==> src/rtl/tinyalu_pkg.sv <==
// Shared types for the tinyalu memory subsystem: SRAM arbiter states and port ids.
package tinyalu_pkg;

  typedef enum logic [1:0] {
    IDLE = 2'd0,
    BUSY = 2'd1,
    DONE = 2'd2
  } arb_state_t;

  typedef enum logic {
    ARB_PORT_MIF  = 1'b0,
    ARB_PORT_LOAD = 1'b1
  } arb_port_t;

  // One-hot grant vector for a port id.
  function automatic logic [1:0] arb_port_onehot(input arb_port_t port);
    return (port == ARB_PORT_LOAD) ? 2'b10 : 2'b01;
  endfunction

endpackage

==> src/rtl/arb_watchdog.sv <==
// BUSY-cycle counter for the SRAM arbiter; flags expiry after TIMEOUT_CYCLES enabled cycles.
module arb_watchdog #(
  parameter int unsigned TIMEOUT_CYCLES = 255
) (
  input  logic clk,
  input  logic reset,
  input  logic clear,
  input  logic enable,
  output logic expired
);

  localparam int unsigned CntW = (TIMEOUT_CYCLES > 1) ? $clog2(TIMEOUT_CYCLES) : 1;

  logic [CntW-1:0] cnt_q;

  // Counter value k means k+1 enabled cycles seen, so expiry lands on the last allowed cycle.
  assign expired = enable && (cnt_q == CntW'(TIMEOUT_CYCLES - 1));

  // Count enabled cycles, hold at expiry, restart on clear.
  always_ff @(posedge clk or posedge reset) begin
    if (reset) begin
      cnt_q <= '0;
    end else if (clear) begin
      cnt_q <= '0;
    end else if (enable && !expired) begin
      cnt_q <= cnt_q + CntW'(1);
    end
  end

endmodule

==> src/rtl/sram_port_arbiter.sv <==
// Round-robin arbiter sharing one single-port SRAM between the memory interface unit (port 0)
// and the preload/debug loader (port 1). All outputs are registered.
// Optional feature: define ARB_TIMEOUT_EN to abandon accesses after TIMEOUT_CYCLES BUSY cycles.
module sram_port_arbiter
  import tinyalu_pkg::*;
#(
  parameter int unsigned ADDR_W         = 14,
  parameter int unsigned WDATA_W        = 16,
  parameter int unsigned RDATA_W        = 8,
  parameter int unsigned TIMEOUT_CYCLES = 255
) (
  input  logic               clk,
  input  logic               reset,
  input  logic               re0,
  input  logic               we0,
  input  logic [ADDR_W-1:0]  addr0,
  input  logic [WDATA_W-1:0] wdata0,
  output logic [RDATA_W-1:0] rdata0,
  output logic               resp0,
  output logic               err0,
  input  logic               re1,
  input  logic               we1,
  input  logic [ADDR_W-1:0]  addr1,
  input  logic [WDATA_W-1:0] wdata1,
  output logic [RDATA_W-1:0] rdata1,
  output logic               resp1,
  output logic               err1,
  output logic               sram_re,
  output logic               sram_we,
  output logic [ADDR_W-1:0]  sram_addr,
  output logic [WDATA_W-1:0] sram_wdata,
  input  logic [RDATA_W-1:0] sram_rdata,
  input  logic               sram_resp,
  output logic [1:0]         gnt,
  output logic               busy
);

  arb_state_t         state;
  arb_port_t          last_gnt;
  logic               req0, req1;
  arb_port_t          pick;
  logic               pick_we;
  logic [ADDR_W-1:0]  pick_addr;
  logic [WDATA_W-1:0] pick_wdata;
  logic               timed_out;

`ifdef ARB_TIMEOUT_EN
  logic wd_expired;

  arb_watchdog #(
    .TIMEOUT_CYCLES(TIMEOUT_CYCLES)
  ) u_watchdog (
    .clk    (clk),
    .reset  (reset),
    .clear  (state != BUSY),
    .enable (state == BUSY),
    .expired(wd_expired)
  );

  assign timed_out = wd_expired;
`else
  logic unused_timeout;

  assign timed_out      = 1'b0;
  assign unused_timeout = ^TIMEOUT_CYCLES;
  assign err0           = 1'b0;
  assign err1           = 1'b0;
`endif

  // Pick the winner among current requesters; on contention the port not served last wins.
  always_comb begin
    req0 = re0 | we0;
    req1 = re1 | we1;
    pick = ARB_PORT_MIF;
    if (req0 && req1) begin
      pick = (last_gnt == ARB_PORT_MIF) ? ARB_PORT_LOAD : ARB_PORT_MIF;
    end else if (req1) begin
      pick = ARB_PORT_LOAD;
    end
    // A port asserting both re and we is treated as a write.
    pick_we    = (pick == ARB_PORT_LOAD) ? we1 : we0;
    pick_addr  = (pick == ARB_PORT_LOAD) ? addr1 : addr0;
    pick_wdata = (pick == ARB_PORT_LOAD) ? wdata1 : wdata0;
  end

  // Access FSM with registered SRAM strobes, grant and per-port responses.
  always_ff @(posedge clk or posedge reset) begin
    if (reset) begin
      state      <= IDLE;
      last_gnt   <= ARB_PORT_LOAD;
      sram_re    <= 1'b0;
      sram_we    <= 1'b0;
      sram_addr  <= '0;
      sram_wdata <= '0;
      gnt        <= 2'b00;
      busy       <= 1'b0;
      resp0      <= 1'b0;
      resp1      <= 1'b0;
      rdata0     <= '0;
      rdata1     <= '0;
`ifdef ARB_TIMEOUT_EN
      err0       <= 1'b0;
      err1       <= 1'b0;
`endif
    end else begin
      unique case (state)
        IDLE: begin
          if (req0 || req1) begin
            state      <= BUSY;
            last_gnt   <= pick;
            gnt        <= arb_port_onehot(pick);
            busy       <= 1'b1;
            sram_we    <= pick_we;
            sram_re    <= ~pick_we;
            sram_addr  <= pick_addr;
            sram_wdata <= pick_wdata;
          end
        end
        BUSY: begin
          // A response in the expiry cycle still completes normally.
          if (sram_resp || timed_out) begin
            state      <= DONE;
            sram_re    <= 1'b0;
            sram_we    <= 1'b0;
            sram_addr  <= '0;
            sram_wdata <= '0;
            resp0      <= gnt[0];
            resp1      <= gnt[1];
            rdata0     <= (gnt[0] && sram_resp && !sram_we) ? sram_rdata : '0;
            rdata1     <= (gnt[1] && sram_resp && !sram_we) ? sram_rdata : '0;
`ifdef ARB_TIMEOUT_EN
            err0       <= gnt[0] && !sram_resp;
            err1       <= gnt[1] && !sram_resp;
`endif
          end
        end
        DONE: begin
          state  <= IDLE;
          gnt    <= 2'b00;
          busy   <= 1'b0;
          resp0  <= 1'b0;
          resp1  <= 1'b0;
          rdata0 <= '0;
          rdata1 <= '0;
`ifdef ARB_TIMEOUT_EN
          err0   <= 1'b0;
          err1   <= 1'b0;
`endif
        end
        default: begin
          state <= IDLE;
        end
      endcase
    end
  end

endmodule
==> config.mk <==
export PLATFORM = sky130hd
export DESIGN_NAME = sram_port_arbiter
export DESIGN_NICKNAME = d
export VERILOG_FILES = /design/src/rtl/tinyalu_pkg.sv /design/src/rtl/arb_watchdog.sv /design/src/rtl/sram_port_arbiter.sv
export SDC_FILE = /design/constraint.sdc
export NUM_CORES = 1
export LEC_CHECK = 0
export ABC_AREA = 1
export CAP_MARGIN = 20
export CORE_ASPECT_RATIO = 2
export CORE_MARGIN = 4
export CORE_UTILIZATION = 37
export CTS_CLUSTER_DIAMETER = 50
export DETAILED_ROUTE_END_ITERATION = 6
export PLACE_DENSITY = 0.83
export SLEW_MARGIN = 10
export SYNTH_ARGS = -nofsm -noshare
export SYNTH_HDL_FRONTEND = slang
export SYNTH_HIERARCHICAL = 1
export SYNTH_SLANG_ARGS = --single-unit
==> constraint.sdc <==
create_clock -name clk -period 1.85 [get_ports clk]
set_clock_uncertainty 0.05 [all_clocks]
set_input_delay 0.4625 -clock clk [delete_from_list [all_inputs] [get_ports clk]]
set_output_delay 0.4625 -clock clk [all_outputs]
set_load 0.02 [all_outputs]
==> impl_results.md <==
- HPWL Detailed: 6140 um
- Tot GR Track Use: 16.7%
- Crit Path Max Fanout: 3
- Synth warn: 6
- CP delay by family, top: buffers and inverters
- Starting density of the core: 38.2%
- Slowest stage delay, CP: 620 ps
- Clk_lat worst skew: 290 ps
- Largest net degree at the start of global routing: 57
- Clock Tree Root: clkbuf_16
- Hold WC Path Type: reg2reg
- Post-DRT Antenna Nets: 0
- I/O Pins: 130
- Number of global-route vias before repair: 2,756
- Slew Viols, Final: 0
- Worst vdd ir: 0.815 mV
- GPL Wtd Cong: 0.823
- Critical Path Sink Type: output pin
- Synth area leaders: dfrtp_1, nand2_1, nand3_1
- Initial antenna violation count: 0
- Clock Pin Slew Worst Setup and Hold Paths: 70 ps
- Average size of a mapped cell: 8.00 um^2
- Cell variety after synth: 21
- Core ar.: 0.00727 mm^2
- Vias per cell: 4.83
- Async S/R FF share, synth: 100%
- Die Wd: 69.2 um
- Inserted Diodes: 0
- PD cells: 1480 mW/mm^2
- Die height: 130 um
- Cts bufs inserted: 5
- Achievable clock frequency: 0.553 GHz
- CTS tree: built
- Post-layout min period: 1810 ps
- EDFF count, synth: 0
- Setup violators final: 0
- Crit-path cells: clkdlybuf4s50_1
- Layout area overhead: 57.9%
- Final worst-path cycle share: 97.7%
- Layout cell share with drive strength beyond 1: 6.11%
- Total grt overflow: 0
- Critical Path AT: 1300 ps
- Top-count cell post-synth: nand2_1
- Synth top cells by count: nand2_1, dfrtp_1, nand3_1, inv_1, nand3b_1
- Critical Path RT: 1340 ps
- CTS Hold Bufs: 0
- Setup CP Type: reg2out
- Fin util: 60.3%
- Die area: 0.00903 mm^2
- Worst setup SP type: flop
- Sinks on Clock Net: 56
- First-pass GRT wire length: 12,300 um
- Area leader, netlist: dfrtp_1
- FILL cells: 646
- Post-CTS setup buffer count: 0
- Unrepaired setup endpoints after global routing: no
- Htree depth: 2
- TritonRoute pass-1 iters: 5
- Synthesized area: 0.00278 mm^2
- Rows: 44
- Final hold violations: 0
- Post-synth top area share: 49.6%
- Post-Synthesis Cells: 347
- Max Root-Sink Buffers: 2
- Number of max-cap violations: 0
- Drt wl/cell: 13.8 um
- # DRC: 0
- TNS Setup: 0 ps
- Vias: 2,736
- Leak: 2.10 nW
- Max stage delay cell, worst path: clkdlybuf4s50_1
- Flops & latches, synth: 56
- DR iter-0 viols: 145
- Outcome: complete, no violations
- Crit path buf inv count: 1
- Synth Flop Type: dfrtp_1
- Sequential fraction of the synthesis area: 50.5%
- PortBufs: 127
- Nets: 549
- Drt total wl: 7850 um
-- layout by cell type (no fill, tap or decap), types with 3 or more instances in the layout --
| cell | synthesis | final |
|---|---|---|
| buf_4 | 3 | 7 |
| nand3_1 | 52 | 52 |
| inv_1 | 38 | 37 |
| nor2_1 | 7 | 7 |
| clkbuf_16 | 0 | 5 |
| o21ai_1 | 3 | 3 |
| clkdlybuf4s50_1 | 0 | 125 |
| o21ai_0 | 15 | 15 |
| buf_12 | 0 | 7 |
| dfrtp_1 | 55 | 55 |
| nand2_1 | 115 | 115 |
| nand3b_1 | 30 | 30 |
-- power breakdown --
| group | internal, W | switching [W] |
|---|---|---|
| registers | 0.00173 | 0.000305 |
| logic | 0.00163 | 0.00191 |
| clock network | 0.000505 | 0.000421 |
| total | 0.00386 | 0.00264 |
-- registers in the layout, summed over array words and instances (netlist names) --
signal / count
sram_re: 1
state: 2
resp0: 1
resp1: 1
busy: 1
sram_we: 1
sram_addr: 14
rdata1: 8
rdata0: 8
sram_wdata: 16
gnt: 2
last_gnt: 1
-- kinds of logic (layout without fill, tap and decap cells) --
logic type	after synthesis	after routing	synth area share (%)
buf+inv	62	189	10.1
simple gates	207	207	35.3
compound gates	21	21	3.92
other cells	1	2	0.135
flops	56	56	50.5
-- worst register-to-register path: cells and delay by family, from the launching register on --
kind	cells	cell delay [ps]
AOI/OAI and AO/OA	1	70
buffers and inverters	1	180
DFF	1	550
and+or+nand+nor	4	350
-- metal layers --
| layer | share of wire, % | wire (um) | up-vias | global-route usage, % |
|---|---|---|---|---|
| met5 | 0 | 0 | - | 0 |
| met1 | 37 | 2890 | 1271 | 17.7 |
| met2 | 54 | 4240 | 92 | 31.5 |
| met3 | 3.5 | 272 | 29 | 1.91 |
| li1 | - | - | 1344 | - |
| met4 | 5.6 | 442 | 0 | 9.78 |
-- path summary, 6_finish.rpt --
path                                    from            end  slack, ps  cells past startpoint
max in group asynchronous              reset       last_gnt        900                      3
min in group asynchronous              reset      rdata0[1]        560                      3
worst min register to register  sram_addr[1]   sram_addr[1]        430                      2
worst max register to register      last_gnt  sram_wdata[4]        550                      6
worst max-delay path                 sram_we        sram_we         40                      1
worst min-delay path            sram_addr[1]   sram_addr[1]        430                      2
-- per-stage QoR --
step / total power [W] / cells / area (um^2) / setup slack (ps) / hold slack, ps
after floorplan: 0.00393 / 348 / 2780 / 560 / 438
after global placement: 0.00556 / 559 / 4240 / 36.7 / 412
after detailed placement: 0.00565 / 559 / 4240 / 5.70 / 414
after CTS: 0.00658 / 567 / 4380 / 0.969 / 432
after global routing: 0.00694 / 567 / 4380 / 6.72 / 463
final: 0.00650 / 567 / 4380 / 42.2 / 426
-- cell type report --
class	count	area, um^2	area share [%]
timing repair buffer	141	1470	33.4
sequential	56	1400	32.0
multi-input combinational	230	1100	25.0
inverter	40	156	3.57
clock buffer	6	129	2.94
tap	92	115	2.63
clock inverter	2	16.3	0.371
-- repair_timing --
item	in CTS	in global routing
pin swaps	0	0
gates resized for setup	1	1
endpoints found under the setup margin	1	1
(Power assumes the default switching activity.)
